[config.mk]
export PLATFORM = sky130hd
export DESIGN_NAME = key_multi
export DESIGN_NICKNAME = d
export VERILOG_FILES = /design/src/rtl/key_multi.sv
export SDC_FILE = /design/constraint.sdc
export NUM_CORES = 1
export LEC_CHECK = 0
export ABC_AREA = 0
export BUFFER_PORTS_ARGS = -buffer_cell sky130_fd_sc_hd__clkbuf_2
export CAP_MARGIN = 20
export CORE_ASPECT_RATIO = 0.9
export CORE_MARGIN = 4
export CORE_UTILIZATION = 65
export CTS_BUF_LIST = sky130_fd_sc_hd__clkbuf_8
export DETAILED_ROUTE_END_ITERATION = 10
export GPL_TIMING_DRIVEN = 0
export MAX_ROUTING_LAYER = met4
export PLACE_DENSITY = 0.82
export SETUP_SLACK_MARGIN = 0.1
export SLEW_MARGIN = 40
export SYNTH_ARGS = -nofsm -noshare
export SYNTH_HDL_FRONTEND = slang
export SYNTH_SLANG_ARGS = --single-unit
[constraint.sdc]
create_clock -name clk -period 12.11 [get_ports clk]
set_input_delay 1.8165 -clock clk [delete_from_list [all_inputs] [get_ports clk]]
set_output_delay 1.8165 -clock clk [all_outputs]
set_load 0.05 [all_outputs]
[src/rtl/key_multi.sv]
// key_multi: N-channel debounced key press detector with ack/timeout handshake; long-press mode enabled by KEY_LONG_PRESS_EN
module key_multi #(
    parameter int N_KEY     = 4,
    parameter int DEBOUNCE  = 500_000,
    parameter int TIMEOUT   = 500_000,
    parameter int LONG_TIME = 50_000_000,
    parameter int CNT_W     = 32
) (
    input  logic             clk,
    input  logic             rst,
    input  logic [N_KEY-1:0] key,
    output logic [N_KEY-1:0] fs,
    input  logic [N_KEY-1:0] fd,
    output logic [N_KEY-1:0] to,
    output logic [N_KEY-1:0] lp
);
    localparam logic [1:0]       IDLE    = 2'd0;
    localparam logic [1:0]       PRESS   = 2'd1;
    localparam logic [1:0]       WORK    = 2'd2;
    localparam logic [CNT_W-1:0] ONE     = CNT_W'(1);
    localparam logic [CNT_W-1:0] DB_LAST = CNT_W'(DEBOUNCE - 1);
    localparam logic [CNT_W-1:0] TO_LAST = CNT_W'(TIMEOUT);

    if (DEBOUNCE < 2 || CNT_W < $clog2(DEBOUNCE + 1) || CNT_W < $clog2(TIMEOUT + 1) ||
        CNT_W < $clog2(LONG_TIME + 1)) begin : g_bad_param
        $error("key_multi: DEBOUNCE must be >= 2 and CNT_W must hold every counter limit");
    end

    for (genvar i = 0; i < N_KEY; i++) begin : g_ch
        logic             s1_q, s2_q, filt_q, filt_d, fprev_q, to_q, to_d, fall, rise, skip;
        logic [CNT_W-1:0] dcnt_q, dcnt_d, tcnt_q, tcnt_d;
        logic [1:0]       state_q, state_d;

        assign fall  = fprev_q & ~filt_q;
        assign rise  = ~fprev_q & filt_q;
        assign fs[i] = state_q == WORK;
        assign to[i] = to_q;

        // Debouncer: filtered level follows s2 only after DEBOUNCE consecutive differing samples
        always_comb begin
            dcnt_d = (s2_q == filt_q || dcnt_q == DB_LAST) ? '0 : dcnt_q + ONE;
            filt_d = (s2_q != filt_q && dcnt_q == DB_LAST) ? s2_q : filt_q;
        end

        // Event FSM: press, release, then hold fs until ack or timeout
        always_comb begin
            state_d = IDLE;
            case (state_q)
                IDLE:    state_d = fall ? PRESS : IDLE;
                PRESS:   state_d = rise ? (skip ? IDLE : WORK) : PRESS;
                WORK:    state_d = (fd[i] || tcnt_q == TO_LAST) ? IDLE : WORK;
                default: state_d = IDLE;
            endcase
            tcnt_d = (state_q == WORK && state_d == WORK) ? tcnt_q + ONE : '0;
            to_d   = state_q == WORK && !fd[i] && tcnt_q == TO_LAST;
        end

        // Synchroniser, debouncer, edge-detect and FSM registers
        always_ff @(posedge clk or posedge rst) begin
            if (rst) begin
                s1_q    <= 1'b1;
                s2_q    <= 1'b1;
                filt_q  <= 1'b1;
                fprev_q <= 1'b1;
                dcnt_q  <= '0;
                tcnt_q  <= '0;
                state_q <= IDLE;
                to_q    <= 1'b0;
            end else begin
                s1_q    <= key[i];
                s2_q    <= s1_q;
                filt_q  <= filt_d;
                fprev_q <= filt_q;
                dcnt_q  <= dcnt_d;
                tcnt_q  <= tcnt_d;
                state_q <= state_d;
                to_q    <= to_d;
            end
        end

`ifdef KEY_LONG_PRESS_EN
        localparam logic [CNT_W-1:0] LT_SAT  = CNT_W'(LONG_TIME);
        localparam logic [CNT_W-1:0] LT_LAST = CNT_W'(LONG_TIME - 1);
        logic             long_q, long_d, lp_q, lp_d, stay_press;
        logic [CNT_W-1:0] pcnt_q, pcnt_d;

        assign skip  = long_q;
        assign lp[i] = lp_q;

        // Long-press timer: fires once per press, then saturates until PRESS is left
        always_comb begin
            stay_press = state_q == PRESS && state_d == PRESS;
            pcnt_d     = !stay_press ? '0 : (pcnt_q == LT_SAT) ? pcnt_q : pcnt_q + ONE;
            lp_d       = stay_press && pcnt_q == LT_LAST && !long_q;
            long_d     = stay_press && (long_q || lp_d);
        end

        // Long-press registers
        always_ff @(posedge clk or posedge rst) begin
            if (rst) begin
                pcnt_q <= '0;
                long_q <= 1'b0;
                lp_q   <= 1'b0;
            end else begin
                pcnt_q <= pcnt_d;
                long_q <= long_d;
                lp_q   <= lp_d;
            end
        end
`else
        assign skip  = 1'b0;
        assign lp[i] = 1'b0;
`endif
    end
endmodule
==> metrics.txt, run 1 <==
ratio of cells with drive above 1 in the final layout=under 10%; Worst setup SP type=flip-flop; number of antenna cells inserted=0; total standard cell area after synthesis=14,600 um2; clock skew=0.0256 ns; iteration-0 DRC count of the detailed router=1,012; endpoint of the worst-slack reg-to-reg timing path=g_ch[3].dcnt_q[24]; EDFF count, synth=0; cell breakdown of the critical path=nor2b_1 > clkbuf_2; Setup Fix Bufs, Post-CTS=0; initial core utilization=66.7%; data arrival at the endpoint of the critical path=1.56 ns; fin area=roughly 16,000 um2; worst endpoint required time=10.29 ns; number of instances in the synthesized netlist=1,541; overall die area=approximately 25,000 um2; number of distinct library cells after synthesis=43; Placement Setup Slack=9.20 ns; proportion of register bits with asynchronous set or reset after synthesis=100%; Worst Hold End=g_ch[1].s2_q; Critical Path Slowest Stage Cell=sky130_fd_sc_hd__dfrtp_1; highest net fanout along the worst path=4; area of the core region=21,900 um2; number of clock buffers inserted by TritonCTS=46; Layout area overhead=10.3%; vias after detailed routing=12,283; Clock Pin Slew Worst Setup and Hold Paths=0.06 ns; cell types with the largest area share after synthesis=sky130_fd_sc_hd__dfrtp_1 (46%), sky130_fd_sc_hd__or4_1 (5.0%), sky130_fd_sc_hd__a21oi_1 (4.6%); class of the tightest hold or removal check=flip-flop to flip-flop; mean instance size in the synthesized netlist=9.47 um2; start point of the worst hold path=g_ch[1].s1_q; count of cells along the worst hold path=0; fraction of synthesized cell area taken by the top area cell type=46.0%; Slew headroom=48.5%; largest area contributor in the synthesized netlist=sky130_fd_sc_hd__dfrtp_1; FP Rows=51; power per cell area=113 nW/um2; master cell of the clock root buffer=sky130_fd_sc_hd__clkbuf_8; number of nets in the layout=around 1,600; Sink Count=284; actual transition at the worst max-transition pin=0.766 ns; upper clock frequency limit=0.296 GHz; final wirelength=31,300 um; number of placed instances with taps included=1,856; half-perimeter wire length of the detailed placement result=around 21,000 um; GP Congestion=0.866; number of placed I/O pins=22; sequential-to-total area share from yosys stat=between 40% and 50%; H-tree Lvls=2; worst voltage drop across the vdd grid=around 0.093 mV; RSZ-0062 raised after global routing=no; critical path endpoint category=primary output; total number of yosys warnings=0; GRT Total Usage=26.1%; main flop type after synthesis=sky130_fd_sc_hd__dfrtp_1; count of placed standard cells in the final layout, fillers left out=1,942; WHS=0.354 ns; vias in the first global route=~12,000; remaining antenna violation count after routing=0; final-layout setup total negative slack=0 ns; launch instance of the worst register-to-register path=g_ch[3].dcnt_q[17]; total gr overflow=0; setup violation total in the final timing report=0; number of antenna violations at the first check in global routing=0; cell area reported after detailed placement=about 15,000 um2; register bit count reported by yosys=about 280; Resized cells post-CTS=0; total leakage power=~6.0 nW; final period demand of the worst path=3.38 ns; largest net degree at the start of global routing=83; Final Hold Viols=0; Worst Setup Slack, final=8.73 ns; DR WL/cell=around 16 um; count of fill cells added during filler insertion=~1,600; drt drc=0; outcome=completed; latest clock arrival within the worst-skew pair=0.57 ns; final cell utilization of the core=73.5%; period utilisation layout=27.9%; Crit Path Class=flip-flop to primary output; worst stage delay on the critical path=between 0.4 and 0.5 ns; first-pass GRT wire length=approximately 55,000 um; die boundary height=about 150 um; number of cells on the worst reg-to-reg path=6; max-cap check violation count=0; setup slack on the worst flop-to-flop path=9.55 ns; number of max-slew violations in the final report=0; vias per std cell=approximately 6.3; I/O Buffers=17; clock tree from TritonCTS=yes; overall power after layout=about 1.8 mW; Max clock buf depth=3; number of buffers inserted by hold repair at cts=0; Pre-Repair DR Iteration Count=6; width of the die=166 um
## cell usage in the layout (no fill, tap or decap), types with 37 or more instances in the layout
master                     count
sky130_fd_sc_hd__or3_1        55
sky130_fd_sc_hd__o31ai_1      82
sky130_fd_sc_hd__xor2_1       37
sky130_fd_sc_hd__nor4_1       50
sky130_fd_sc_hd__nand2_1      91
sky130_fd_sc_hd__inv_1        67
sky130_fd_sc_hd__a21oi_1     134
sky130_fd_sc_hd__o21ai_0      57
sky130_fd_sc_hd__clkbuf_1     52
sky130_fd_sc_hd__nor2_1      140
sky130_fd_sc_hd__dfrtp_1     268
sky130_fd_sc_hd__xnor2_1      73
sky130_fd_sc_hd__nand3_1      81
sky130_fd_sc_hd__nand4_1      84
sky130_fd_sc_hd__clkbuf_8     56
sky130_fd_sc_hd__or4_1        97
## layer usage
layer | routed length (um) | global-route usage [%] | vias to the layer above | share of wire [%]
li1 | - | - | 5909 | -
met1 | 14400 | 36.2 | 5983 | 46
met2 | 14800 | 40.4 | 329 | 47
met3 | 1510 | 4.04 | 62 | 4.8
met4 | 626 | 8.16 | 0 | 2.0
met5 | 0 | - | - | 0
## area by class of cell
type,count,area [um2],area share (%)
repair buffers,21,195,1.21
clock buffers,56,771,4.79
plain buffers,71,310,1.93
clock inverters,30,156,0.972
well taps,291,364,2.26
inverters,46,180,1.12
multi-input cells,1143,6990,43.4
flip-flops and latches,284,7130,44.3
## state kept, by name, summed over array words and instances (netlist names)
signal / flops
g_ch.to_q: 4
g_ch.state_q: 8
g_ch.dcnt_q: 128
g_ch.s1_q: 4
g_ch.s2_q: 4
g_ch.filt_q: 4
g_ch.fprev_q: 4
g_ch.tcnt_q: 128
## how the worst max path moves through the flow
stage / startpoint / to / cells past startpoint
floorplan: rst / g_ch[0].dcnt_q[0] / 1
global placement: rst / g_ch[3].tcnt_q[0] / 2
detailed placement: fd[2] / g_ch[2].tcnt_q[30] / 5
CTS: g_ch[3].state_q[0] / fs[3] / 2
global route: g_ch[3].state_q[0] / fs[3] / 2
finish: g_ch[0].state_q[0] / fs[0] / 2
## power breakdown
group / internal [mW] / total (mW) / leakage, nW / switching [mW]
clock network: 0.441 / 0.818 / 0.554 / 0.377
logic: 0.0106 / 0.0433 / 1.50 / 0.0327
registers: 0.955 / 0.960 / 3.90 / 0.00478
total: 1.41 / 1.82 / 5.95 / 0.415
## synthesized netlist by cell type (8+ instances only)
cell and instances:
sky130_fd_sc_hd__nand2_1 91, sky130_fd_sc_hd__nor2_1 140, sky130_fd_sc_hd__clkbuf_1 52, sky130_fd_sc_hd__a21oi_1 134, sky130_fd_sc_hd__ha_1 12, sky130_fd_sc_hd__dfstp_2 16
sky130_fd_sc_hd__xor2_1 37, sky130_fd_sc_hd__or4_1 97, sky130_fd_sc_hd__o21ai_0 57, sky130_fd_sc_hd__and3_1 10, sky130_fd_sc_hd__nand3_1 81, sky130_fd_sc_hd__nand4_1 84
sky130_fd_sc_hd__dfrtp_1 268, sky130_fd_sc_hd__buf_2 11, sky130_fd_sc_hd__xnor2_1 73, sky130_fd_sc_hd__nor4b_1 15, sky130_fd_sc_hd__o31ai_1 82, sky130_fd_sc_hd__buf_4 8
sky130_fd_sc_hd__nor2b_1 9, sky130_fd_sc_hd__and4_1 31, sky130_fd_sc_hd__nor3_1 29, sky130_fd_sc_hd__or3_1 55, sky130_fd_sc_hd__nor4_1 50, sky130_fd_sc_hd__inv_1 46
sky130_fd_sc_hd__and2_1 12
## critical path, delay by kind of cell, from the launching register on
kind          cells  cell delay [ns]
buf+inv           1             0.34
flops             1             0.41
simple gates      1             0.26
## cell families (layout without fill, tap and decap cells)
| kind of cell | count (synthesis) | in the layout | share of synthesized area (%) |
|---|---|---|---|
| AOI/OAI and AO/OA | 285 | 285 | 11.4 |
| other | 1 | 4 | 0.0257 |
| and+or+nand+nor | 724 | 724 | 28.2 |
| buffers and inverters | 117 | 224 | 3.31 |
| muxes | 8 | 8 | 0.583 |
| DFF | 284 | 284 | 48.8 |
| xor gates and xnor gates | 110 | 110 | 6.60 |
| adders and majority gates | 12 | 12 | 1.03 |
No activity file was read; power rests on OpenSTA's default activity.
==> run 2: changes to the inputs <==
clock period = 3.4 ns   (was 12.11 ns; I/O delays follow)
==> run 2 against run 1 <==
Critical path depth rose by 4. Final cell count up 0.41%. Hold slack got worse by 0.32 ns. Combinational power rose to 4.3 times the previous value. Clock power grew to 3.7 times the previous value. Utilization rose by 1.2 points. Power grew to 3.7 times the previous value. Clock-buffer cell count grew 5. Critical endpoint is now g_ch[3].dcnt_q[24]. Largest cell class unchanged. Highest routed layer unchanged.
==> metrics.txt, run 2 (synthesized netlist as in run 1, its figures left out) <==
outcome=completed; worst endpoint required time=3.81 ns (-6.48 ns); Resized cells post-CTS=0 (unchanged); max-cap check violation count=0 (unchanged); number of antenna violations at the first check in global routing=0 (unchanged); clock skew=0.0163 ns (-0.00928 ns); total leakage power=6.05 nW (+1.5%); Placement Setup Slack=0.917 ns (-8.28 ns); count of cells along the worst hold path=1 (+1); vias per std cell=6.35 (+0.38%); period utilisation layout=74.3%; H-tree Lvls=2 (unchanged); final-layout setup total negative slack=0 ns (unchanged); data arrival at the endpoint of the critical path=2.94 ns (+1.38 ns); worst voltage drop across the vdd grid=0.307 mV (+230%); vias in the first global route=12,007 (+2.3%); highest net fanout along the worst path=10 (+6); Max clock buf depth=3 (unchanged); Final Hold Viols=0 (unchanged); setup violation total in the final timing report=0 (unchanged); iteration-0 DRC count of the detailed router=1,024 (+1.2%); final wirelength=31,900 um (+1.9%); number of nets in the layout=1,645 (+0.61%); GP Congestion=0.870 (+0.47%); number of placed instances with taps included=1,865 (+0.48%); count of fill cells added during filler insertion=1,586 (-0.63%); number of max-slew violations in the final report=0 (unchanged); DR WL/cell=16.4 um (+1.5%); critical path endpoint category=flip-flop; latest clock arrival within the worst-skew pair=0.56 ns (about the same); remaining antenna violation count after routing=0 (unchanged); footprint of the flip-flops and latches=7130 um2 (unchanged); most frequent cells in the layout=sky130_fd_sc_hd__dfrtp_1 (268), sky130_fd_sc_hd__nor2_1 (140), sky130_fd_sc_hd__a21oi_1 (134); final period demand of the worst path=2.53 ns; overall die area=24,900 um2 (unchanged); actual transition at the worst max-transition pin=0.726 ns (-0.0398 ns); Worst Setup Slack, final=0.873 ns (-7.86 ns); Setup Fix Bufs, Post-CTS=0 (unchanged); total gr overflow=0 (unchanged); largest net degree at the start of global routing=27 (-67%); Top Registers=g_ch.dcnt_q x128, g_ch.tcnt_q x128, g_ch.state_q x8; WHS=0.0385 ns (-0.316 ns); RSZ-0062 raised after global routing=no; clock tree from TritonCTS=yes; final cell utilization of the core=74.7% (+1.2 points); fin area=16,400 um2 (+1.6%); area of the core region=21,900 um2 (unchanged); Layout area overhead=12.1%; count of placed standard cells in the final layout, fillers left out=1,950 (+0.41%); FP Rows=51 (unchanged); Slew headroom=51.2% (+2.7 points); number of antenna cells inserted=0 (unchanged); Sink Count=284 (unchanged); Clock Pin Slew Worst Setup and Hold Paths=0.06 ns (about the same); Pre-Repair DR Iteration Count=7 (+1); half-perimeter wire length of the detailed placement result=21,800 um (+4.5%); area used by multi-input combinational logic=6990 um2 (unchanged); initial core utilization=66.7% (unchanged); overall power after layout=6.65 mW (+270%); upper clock frequency limit=between 0.3 and 0.4 GHz; class of the tightest hold or removal check=input pin to flip-flop; die boundary height=150 um (unchanged); GRT Total Usage=26.8% (+0.70 points); master cell of the clock root buffer=sky130_fd_sc_hd__clkbuf_8; first-pass GRT wire length=56,200 um (+2.6%); drt drc=0 (unchanged); Worst setup SP type=flip-flop; most frequent standard cell in the layout excluding fill and tap cells=sky130_fd_sc_hd__dfrtp_1; number of clock buffers inserted by TritonCTS=46 (unchanged); cell area reported after detailed placement=15,400 um2 (+1.4%); number of buffers inserted by hold repair at cts=1 (+1); Crit Path Class=flip-flop to flip-flop; number of cells on the worst reg-to-reg path=6 (unchanged); power per cell area=407 nW/um2 (+260%); I/O Buffers=17 (unchanged); number of placed I/O pins=22 (unchanged); ratio of cells with drive above 1 in the final layout=9.28% (+1.1 points); width of the die=166 um (unchanged); vias after detailed routing=12,380 (+0.79%)
-- run 2: where the power goes --
part / leakage (nW) / internal (mW) / switching, mW
clock network: 0.549 / 1.68 / 1.36
registers: 3.90 / 3.40 / 0.0165
logic: 1.59 / 0.0628 / 0.124
-- run 2: critical path, stage by stage (launching register included) --
cell	delay, ns
sky130_fd_sc_hd__dfrtp_1	0.41
sky130_fd_sc_hd__ha_1	0.24
sky130_fd_sc_hd__and4_1	0.26
sky130_fd_sc_hd__nand4_1	0.22
sky130_fd_sc_hd__o21ai_1	0.65
sky130_fd_sc_hd__clkbuf_1	0.50
sky130_fd_sc_hd__a21oi_1	0.11
-- run 2: per-layer routing --
layer / vias up / track usage (%) / wire length (um)
met5: - / - / 0
met3: 61 / 4.02 / 1490
met4: 0 / 7.22 / 594
met1: 6032 / 36.6 / 14700
li1: 5942 / - / -
met2: 345 / 42.8 / 15200
-- run 2: path summary, 6_finish.rpt --
path | from | endpoint | slack [ns]
setup / recovery | g_ch[3].dcnt_q[0] | g_ch[3].dcnt_q[24] | 0.87
max in group asynchronous | rst | g_ch[3].s2_q | 1.68
min in group asynchronous | rst | g_ch[0].tcnt_q[9] | 0.48
hold reg to reg | g_ch[1].s1_q | g_ch[1].s2_q | 0.35
hold / removal | key[1] | g_ch[1].s1_q | 0.04
setup reg to reg | g_ch[3].dcnt_q[0] | g_ch[3].dcnt_q[24] | 0.87
-- run 2: cell type report --
type                       count  share of cell area (%)
sequential                   284                    43.6
multi-input combinational   1143                    42.8
clock buffer                  61                    5.13
timing repair buffer          31                    2.54
tap                          291                    2.23
buffer                        71                    1.90
inverter                      46                    1.08
clock inverter                23                   0.796
==> run 3: changes to the inputs <==
ABC_AREA = 1   (was 0)
clock period = 2.6 ns   (was 3.4 ns; I/O delays follow)
==> run 3 against run 2 <==
Sequential share of layout area is 6.2 points lower. Critical endpoint is now g_ch[3].tcnt_q[28]. Wire length is 31% higher. Final cell count is 59% higher. First-iteration DRC count is 34% higher. Critical path depth is 4 higher. Utilization is 1.7 points lower. Clock power is 26% higher. Final area is 17% higher. Power is 29% higher. Register-to-register slack worse by 0.21 ns. Global-route usage is 3.2 points higher.
==> metrics.txt, run 3 <==
highest net fanout along the worst path=10 (unchanged); worst stage delay on the critical path=0.43 ns (-0.22 ns); clock tree from TritonCTS=yes; Sink Count=284 (unchanged); proportion of register bits with asynchronous set or reset after synthesis=100% (unchanged); iteration-0 DRC count of the detailed router=1,376 (+34%); RSZ-0062 raised after global routing=no; synthesized-area fraction occupied by adder cells=0.868% (-0.16 points); number of max-slew violations in the final report=0 (unchanged); Crit Path Class=flip-flop to flip-flop; vias per std cell=5.18 (-18%); setup slack on the worst flop-to-flop path=0.66 ns (-0.21 ns); cell breakdown of the critical path=inv_1 > ha_1 > nand2_1 > nor2_1 > nand2_1 > nor2_1 > nand2_1 > nand2_2 > buf_2 > nor2_1; setup violation total in the final timing report=0 (unchanged); width of the die=180 um (+8.4%); GP Congestion=1.00 (+15%); Max clock buf depth=3 (unchanged); upper clock frequency limit=0.517 GHz (+31%); Worst Hold End=g_ch[2].to_q; Synth Area in Simple Gates=43.6% (+15 points); largest net degree at the start of global routing=28 (+3.7%); class of the tightest hold or removal check=input pin to flip-flop; number of cells on the worst reg-to-reg path=10 (+4); GRT Total Usage=30.0% (+3.2 points); total standard cell area after synthesis=17,300 um2 (+18%); sequential-to-total area share from yosys stat=41.2% (-7.6 points); drt drc=0 (unchanged); xor and xnor fraction of the mapped netlist area=5.22% (-1.4 points); vias in the first global route=15,469 (+29%); number of placed I/O pins=22 (unchanged); Setup Fix Bufs, Post-CTS=0 (unchanged); latest clock arrival within the worst-skew pair=0.58 ns (+0.02 ns); cell types with the largest area share after synthesis=sky130_fd_sc_hd__dfrtp_1 (39%), sky130_fd_sc_hd__nand2_1 (21%), sky130_fd_sc_hd__nor2_1 (15%); worst endpoint required time=3.04 ns (-0.77 ns); register bit count reported by yosys=284 (unchanged); remaining antenna violation count after routing=0 (unchanged); largest area contributor in the synthesized netlist=sky130_fd_sc_hd__dfrtp_1; Critical Path Slowest Stage Cell=sky130_fd_sc_hd__dfrtp_1; cell area reported after detailed placement=18,100 um2 (+18%); data arrival at the endpoint of the critical path=2.38 ns (-0.56 ns); number of instances in the synthesized netlist=2,627 (+70%); total leakage power=8.17 nW (+35%); EDFF count, synth=0 (unchanged); initial core utilization=66.1% (-0.52 points); endpoint of the worst-slack reg-to-reg timing path=g_ch[3].tcnt_q[28]; fin area=19,100 um2 (+17%); vias after detailed routing=16,018 (+29%); most frequent cell after synthesis=sky130_fd_sc_hd__nand2_1; die boundary height=163 um (+8.4%); number of clock buffers inserted by TritonCTS=46 (unchanged); outcome=completed; Placement Setup Slack=0.691 ns (-0.226 ns); Worst setup SP type=flip-flop; launch instance of the worst register-to-register path=g_ch[3].tcnt_q[0]; total gr overflow=0 (unchanged); most frequent standard cell in the layout excluding fill and tap cells=sky130_fd_sc_hd__nand2_1; number of antenna violations at the first check in global routing=0 (unchanged); I/O Buffers=17 (unchanged); max-cap check violation count=0 (unchanged); post-synthesis compound-gate area fraction=1.13% (-10 points); FP Rows=56 (+9.8%); fraction of synthesized cell area taken by the top area cell type=38.8% (-7.2 points); final period demand of the worst path=1.94 ns (-0.591 ns); H-tree Lvls=2 (unchanged); DR WL/cell=13.5 um (-17%); Final Hold Viols=0 (unchanged); period utilisation layout=74.4% (+0.13 points); mux contribution to synthesized area=0% (-0.58 points); clock skew=0.0250 ns (+0.00871 ns); Clock Pin Slew Worst Setup and Hold Paths=0.06 ns (about the same); overall die area=29,300 um2 (+18%); mean instance size in the synthesized netlist=6.58 um2 (-31%); most instantiated cells after synthesis=sky130_fd_sc_hd__nand2_1 (948), sky130_fd_sc_hd__nor2_1 (681), sky130_fd_sc_hd__inv_1 (288); combinational family with the most area after synthesis=simple AND/OR/NAND/NOR gates; number of distinct library cells after synthesis=29 (-33%); ratio of cells with drive above 1 in the final layout=8.15% (-1.1 points); total number of yosys warnings=0 (unchanged); Pre-Repair DR Iteration Count=6 (-1); master cell of the clock root buffer=sky130_fd_sc_hd__clkbuf_8; number of nets in the layout=2,735 (+66%); Worst Setup Slack, final=0.664 ns (-0.209 ns); final wirelength=41,900 um (+31%); count of cells along the worst hold path=4 (+3); main flop type after synthesis=sky130_fd_sc_hd__dfrtp_1; worst voltage drop across the vdd grid=0.465 mV (+52%); critical path endpoint category=flip-flop; half-perimeter wire length of the detailed placement result=32,500 um (+49%); Layout area overhead=10.4%; number of antenna cells inserted=0 (unchanged); first-pass GRT wire length=71,600 um (+27%); start point of the worst hold path=fd[2]; power per cell area=449 nW/um2 (+10%); Top Registers=g_ch.dcnt_q x128, g_ch.tcnt_q x128, g_ch.state_q x8; most frequent cells in the layout=sky130_fd_sc_hd__nand2_1 (948), sky130_fd_sc_hd__nor2_1 (681), sky130_fd_sc_hd__inv_1 (304); area of the core region=26,100 um2 (+19%)
## run 3: cell types whose count changed in the layout (fill, tap and decap cells not counted), sizes merged, moves of 60 or more
cell   change
inv      +251
a21oi    -116
o31ai     -81
nor2     +592
nand4     -85
or4       -97
nand2    +879
nand3     +60
## run 3: cell families after synthesis
logic type / count (synthesis)
buffers and inverters: 322
other: 1
xor gates and xnor gates: 103
DFF: 284
and+or+nand+nor: 1870
adders and majority gates: 12
AOI/OAI and AO/OA: 35
## run 3: repair_timing
action | in CTS | in global routing
resized for setup | 0 | 0
hold endpoints to repair | 37 | 0
hold buffers | 5 | 0
## run 3: power breakdown
| part | total, mW | internal, mW | switching [mW] |
|---|---|---|---|
| combinational | 0.264 | 0.0955 | 0.169 |
| clock | 3.83 | 2.06 | 1.78 |
| sequential | 4.47 | 4.45 | 0.0225 |
| total | 8.57 | 6.60 | 1.97 |
## run 3: worst max-delay path, delay by kind of cell (launching register included)
| kind | cells | cell delay, ns |
|---|---|---|
| adders and majority gates | 1 | 0.18 |
| buffers and inverters | 2 | 0.36 |
| DFF | 1 | 0.43 |
| and+or+nand+nor | 7 | 0.85 |
## run 3: per-stage QoR
step	std cells	utilization, %	hold WS (ns)	power, mW	setup TNS [ns]
detailed placement	3008	69.3	0.347	4.81	0
CTS	3095	73.0	0.0176	8.67	0
finish	3095	73.0	0.0496	8.57	0
floorplan	2630	-	0.345	4.70	-421.41
global placement	2995	68.2	0.345	4.75	-869.11
global route	3095	73.0	0.0474	8.91	0
## run 3: worst max path at each step
stage,from,to,slack [ns],cells after the start
2_1_floorplan,rst,g_ch[0].dcnt_q[0],-1.54,1
3_3_place_gp,rst,g_ch[2].tcnt_q[16],-3.17,2
3_5_place_dp,g_ch[3].tcnt_q[0],g_ch[3].tcnt_q[14],0.69,10
4_1_cts,g_ch[3].tcnt_q[0],g_ch[3].tcnt_q[14],0.69,10
5_1_grt,g_ch[3].tcnt_q[0],g_ch[3].tcnt_q[27],0.53,10
6_report,g_ch[3].tcnt_q[0],g_ch[3].tcnt_q[28],0.66,10
## run 3: final cells by class
class / count / area [um2]
Fill cell: 2169 / 7050
Clock inverter: 22 / 91.3
Timing Repair Buffer: 35 / 433
Clock buffer: 60 / 826
Inverter: 290 / 1090
Sequential cell: 284 / 7130
Multi-Input combinational cell: 2024 / 8810
Buffer: 32 / 278
Tap cell: 348 / 435
## run 3: per-layer routing
metal	track usage (%)	share of wire (%)	wire, um
met3	3.77	5.5	2310
met2	49.4	47	19700
met4	8.41	2.1	892
met1	39.9	45	19000
met5	-	0	0
